[src/rtl/control_unit.sv]
// control_unit -- registered main decoder for a single-issue MIPS-style core.
//
// Decodes the 6-bit instruction opcode into datapath control strobes. Every
// output comes straight from a flop, so outputs reflect the OpCode sampled at
// the previous rising clk edge and there is no combinational input-to-output
// path.
//
// Ports
//   clk        in   sole clock, rising edge
//   rst        in   synchronous active-high reset (outputs -> NOP, IllegalOp=0)
//   Flush      in   loads NOP with IllegalOp=0 on the next edge
//   OpCode     in   [5:0] instruction bits [31:26]
//   RegDst     out  1 = write register is rd, 0 = rt
//   ALUSrc     out  1 = ALU operand B is the sign-extended immediate
//   MemtoReg   out  1 = write-back data comes from memory
//   RegWrite   out  register-file write enable
//   MemRead    out  data-memory read enable
//   MemWrite   out  data-memory write enable
//   Branch     out  conditional branch
//   ALUOp      out  [2:0] ALU operation class
//   IllegalOp  out  opcode not in the decode table
module control_unit (
  input  logic       clk,
  input  logic       rst,
  input  logic       Flush,
  input  logic [5:0] OpCode,
  output logic       RegDst,
  output logic       ALUSrc,
  output logic       MemtoReg,
  output logic       RegWrite,
  output logic       MemRead,
  output logic       MemWrite,
  output logic       Branch,
  output logic [2:0] ALUOp,
  output logic       IllegalOp
);

  typedef enum logic [5:0] {
    OP_RTYPE = 6'b000000,
    OP_BEQ   = 6'b000100,
    OP_BNE   = 6'b000101,
    OP_ADDI  = 6'b001000,
    OP_SLTI  = 6'b001010,
    OP_ANDI  = 6'b001100,
    OP_ORI   = 6'b001101,
    OP_LW    = 6'b100011,
    OP_SW    = 6'b101011
  } opcode_e;

  typedef enum logic [2:0] {
    ALU_ADD   = 3'b000,
    ALU_SUB   = 3'b001,
    ALU_RTYPE = 3'b010,
    ALU_AND   = 3'b011,
    ALU_OR    = 3'b100,
    ALU_SLT   = 3'b101,
    ALU_BNE   = 3'b110
  } aluop_e;

  typedef struct packed {
    logic       regDst;
    logic       aluSrc;
    logic       memtoReg;
    logic       regWrite;
    logic       memRead;
    logic       memWrite;
    logic       branch;
    logic [2:0] aluOp;
    logic       illegalOp;
  } ctrl_t;

  ctrl_t decodeD;
  ctrl_t ctrlQ;

  // Next-cycle control word; anything unlisted stays at the all-zero NOP.
  always_comb begin
    decodeD = '0;
    case (OpCode)
      OP_RTYPE: begin
        decodeD.regDst   = 1'b1;
        decodeD.regWrite = 1'b1;
        decodeD.aluOp    = ALU_RTYPE;
      end
      OP_LW: begin
        decodeD.aluSrc   = 1'b1;
        decodeD.memtoReg = 1'b1;
        decodeD.regWrite = 1'b1;
        decodeD.memRead  = 1'b1;
        decodeD.aluOp    = ALU_ADD;
      end
      OP_SW: begin
        decodeD.aluSrc   = 1'b1;
        decodeD.memWrite = 1'b1;
        decodeD.aluOp    = ALU_ADD;
      end
      OP_BEQ: begin
        decodeD.branch = 1'b1;
        decodeD.aluOp  = ALU_SUB;
      end
      OP_BNE: begin
        decodeD.branch = 1'b1;
        decodeD.aluOp  = ALU_BNE;
      end
      OP_ADDI: begin
        decodeD.aluSrc   = 1'b1;
        decodeD.regWrite = 1'b1;
        decodeD.aluOp    = ALU_ADD;
      end
      OP_SLTI: begin
        decodeD.aluSrc   = 1'b1;
        decodeD.regWrite = 1'b1;
        decodeD.aluOp    = ALU_SLT;
      end
      OP_ANDI: begin
        decodeD.aluSrc   = 1'b1;
        decodeD.regWrite = 1'b1;
        decodeD.aluOp    = ALU_AND;
      end
      OP_ORI: begin
        decodeD.aluSrc   = 1'b1;
        decodeD.regWrite = 1'b1;
        decodeD.aluOp    = ALU_OR;
      end
      default: begin
        decodeD.illegalOp = 1'b1;
      end
    endcase
  end

  // Reset and Flush both load the plain NOP (IllegalOp=0); reset wins.
  always_ff @(posedge clk) begin
    if (rst) begin
      ctrlQ <= '0;
    end else if (Flush) begin
      ctrlQ <= '0;
    end else begin
      ctrlQ <= decodeD;
    end
  end

  assign RegDst    = ctrlQ.regDst;
  assign ALUSrc    = ctrlQ.aluSrc;
  assign MemtoReg  = ctrlQ.memtoReg;
  assign RegWrite  = ctrlQ.regWrite;
  assign MemRead   = ctrlQ.memRead;
  assign MemWrite  = ctrlQ.memWrite;
  assign Branch    = ctrlQ.branch;
  assign ALUOp     = ctrlQ.aluOp;
  assign IllegalOp = ctrlQ.illegalOp;

endmodule

[config.mk]
export PLATFORM = sky130hd
export DESIGN_NAME = control_unit
export DESIGN_NICKNAME = d
export VERILOG_FILES = /design/src/rtl/control_unit.sv
export SDC_FILE = /design/constraint.sdc
export NUM_CORES = 1
export LEC_CHECK = 0
export CAP_MARGIN = 0
export CORE_AREA = 2 2 39 41
export CTS_CLUSTER_DIAMETER = 40
export CTS_CLUSTER_SIZE = 12
export DETAILED_ROUTE_END_ITERATION = 8
export DIE_AREA = 0 0 41 43
export HOLD_SLACK_MARGIN = 0.06
export PLACE_DENSITY_LB_ADDON = 0.3
export REMOVE_ABC_BUFFERS = 1
export SLEW_MARGIN = 20
export SYNTH_ARGS = -nofsm -noshare
export SYNTH_HDL_FRONTEND = slang
export SYNTH_SLANG_ARGS = --single-unit
[constraint.sdc]
create_clock -name clk -period 1.79 [get_ports clk]
set_input_delay 0.4475 -clock clk [delete_from_list [all_inputs] [get_ports clk]]
set_output_delay 0.4475 -clock clk [all_outputs]
set_load 0.05 [all_outputs]
==> results.tsv <==
stage	metric	value	unit
worst_setup_path	crit path kind	primary input to register	
layout	ANT cells	0	
clock_tree	CTS resizes	0	
routing	final wirelength	1076	um
grt	largest net degree at the start of global routing	8	
timing	top achievable clock speed	0.6080	GHz
synthesis	sequential element share of the synthesized area	44.44	%
worst_setup_path	Req. time, crit path	2.01	ns
clock_tree	postcts setup bufs	0	
floorplan	row count	14	
layout	Final #Nets	92	
routing	remaining antenna violation count	0	
worst_setup_path	slowest CP cell	clkdlybuf4s50_1	
worst_setup_path	Worst Path Arrival	1.86	ns
grt	grt ovf	0	
timing	Tmin final	1.645	ns
layout	fin area	749.5	um^2
power	Cell Pwr Density	704.2	nW/um^2
timing	Hold Vio Cnt, Final	0	
routing	met2 wire length	548	um
synthesis	Primary FF master, synth	dfxtp_1	
worst_setup_path	CP startpoint kind	primary input	
floorplan	Die Wd	41	um
placed_design	HPWL Detailed	812.4	um
worst_setup_path	Crit. Startpoint	OpCode[0]	
power	leakage power	0.3360	nW
routing	vias per cell	4.837	
synthesis	Synth Register Bits	10	
floorplan	Initial Utilization	32.55	%
synthesis	Post-synth EDFFs	0	
power	switch share	24.42	%
worst_setup_path	worst-path cell chain	clkdlybuf4s50_1 > nand3_2 > or4_4 > nor3_4 > a21o_1	
placed_design	routability congestion estimate	0.8396	
timing	Setup WS post-layout	0.1452	ns
timing	setup violators final	0	
floorplan	Die H	43	um
synthesis	synthesized area	450.4	um^2
synthesis	most numerous cell in the Yosys netlist	dfxtp_1	
synthesis	Ys Warns	0	
routing	Routed wire per std cell	10.98	um
synthesis	Cell variety after synth	26	
floorplan	Ports	20	
min_path	hold_sp	Flush	
floorplan	CORE AREA	1384	um^2
synthesis	Mapped Cells	49	
clock_tree	Clock Path Buffers	2	
clock_tree	H-tree levels	1	
grt	GRT Total Usage	15.09	%
synthesis	synth top area cells	dfxtp_1 44%, o21ai_0 4.4%, nor2_1 4.2%, nor3_4 3.6%, a211oi_1 3.3%	
min_path	type of the most critical hold path	primary input to register	
placed_design	Setup WS pre-CTS	-0.1342	ns
layout	share of layout cells above drive strength 1	41.46	%
synthesis	top cell type's share of synthesized area	44.44	%
power	Pint	398.9	uW
routing	drc violations	0	
worst_setup_path	Critical Path Sink Type	register	
clock_tree	CTS tree	done	
clock_tree	Worst-path clk slew	0.07	ns
grt	number of global-route vias before repair	424	
timing	setup TNS	0	ns
timing	worst slew pin tran	0.2989	ns
synthesis	Yosys top cell by area	dfxtp_1	
clock_tree	clk sinks	10	
job	Max-Cap Viols	0	
power	VDD IR max	0.0002614	V
clock_tree	CTS Hold Buffers Added	0	
timing	RSZ-0062 raised after global routing	false	
worst_setup_path	crit path max fanout	7	
layout	Area Overhead vs Synth	66.39	%
routing	met1 WL	449	um
routing	iteration count of the initial detailed-routing pass	4	
synthesis	async set-reset flop share out of synthesis	0	%
clock_tree	Num CTS Buffers	3	
timing	fin crit share	91.89	%
placed_design	IO Port Bufs	19	
synthesis	top cells by count, synth	10 x dfxtp_1, 5 x nor2_1, 4 x o21ai_0	
routing	highest routed layer	met4	
synthesis	Avg Cell Area, Syn	9.192	um^2
timing	slew margin rel.	79.56	%
timing	Slew Viols, Final	0	
power	proportion of power drawn by flip-flops and latches	42.9	%
power	Comb pwr share	18.2	%
grt	antenna violations before repair	0	
status	status	complete, no violations	
routing	DR vias	474	
routing	met3 WL	38	um
floorplan	die area	1763	um^2
placed_design	placed inst area	713.2	um^2
worst_setup_path	slowest stage delay, CP	0.61	ns
power	Net Sw Power	128.9	uW
routing	Initial DRC Count	16	
power	Clk pwr share	38.9	%
grt	first-pass GRT wire length	1759	um
clock_tree	CTS root buf	clkbuf_4	
-- layer usage --
metal  global-route usage, %  vias to the layer above
met3                   1.571                        4
li1                        -                      241
met2                   21.56                       11
met1                   18.45                      218
met4                   14.00                        0
met5                       0                        -
-- kinds of logic after synthesis --
logic type                after synthesis  synth area share [%]
and+or+nand+nor                        22                 31.95
xor gates and xnor gates                1                 1.945
AOI/OAI and AO/OA                      11                 15.28
DFF                                    10                 44.44
buffers and inverters                   5                 6.387
-- through the flow --
| step | hold slack [ns] | instances | total power [mW] | utilization (%) |
|---|---|---|---|---|
| 6_report | 0.8314 | 98 | 0.5278 | 54.16 |
| 5_1_grt | 0.8411 | 98 | 0.5515 | 54.16 |
| 4_1_cts | 0.8118 | 98 | 0.5335 | 54.16 |
| 3_5_place_dp | 0.8978 | 94 | 0.3274 | 51.54 |
| 3_3_place_gp | 0.8980 | 94 | 0.3266 | 51.54 |
| 2_1_floorplan | 0.5180 | 45 | 0.2640 | - |
-- flip-flops by register name (all words and copies together), names as in the netlist --
signal / count
MemRead: 1
ALUSrc: 1
IllegalOp: 1
ALUOp: 3
RegDst: 1
Branch: 1
MemWrite: 1
RegWrite: 1
-- worst max-delay path, delay by kind of cell --
family	cells	cell delay [ns]
AOI/OAI and AO/OA	1	0.10
and+or+nand+nor	3	0.71
buffers and inverters	1	0.61
-- cell usage in the layout, fill, tap and decap left out --
cell	count
nand2b_1	1
clkbuf_4	3
buf_4	25
nor3_4	1
nor2b_1	1
a2111oi_0	1
and2b_2	1
nand3_2	1
dfxtp_1	10
and3b_1	1
nor2_2	1
a21oi_1	1
nand3_1	1
inv_1	1
or4_4	1
xnor2_1	1
clkbuf_8	1
o21ai_0	4
a21o_1	1
nand2_1	3
nor4_1	2
and2_1	1
nor2_1	5
nor4b_1	1
nor3b_1	1
o22ai_1	2
a211oi_1	2
clkdlybuf4s50_1	8
-- layout make-up --
| cell class | instances | area (um^2) |
|---|---|---|
| Fill cell | 128 | 634.4 |
| Timing Repair Buffer | 33 | 267.8 |
| Multi-Input combinational cell | 34 | 221.5 |
| Sequential cell | 10 | 200.2 |
| Clock buffer | 4 | 36.28 |
| Tap cell | 16 | 20.02 |
| Inverter | 1 | 3.754 |
-- power by group through the flow --
stage	logic (mW)	registers (mW)	clock network (mW)
after CTS	0.0968	0.226	0.210
after floorplan	0.0215	0.243	0
final	0.0963	0.226	0.205
after global placement	0.0951	0.232	0
after global routing	0.104	0.226	0.221
after detailed placement	0.0959	0.231	0
-- path summary, 6_finish.rpt --
| kind | end | cells after the start |
|---|---|---|
| max | RegWrite | 5 |
| min | ALUSrc | 2 |
No activity file was read; power rests on OpenSTA's default activity.
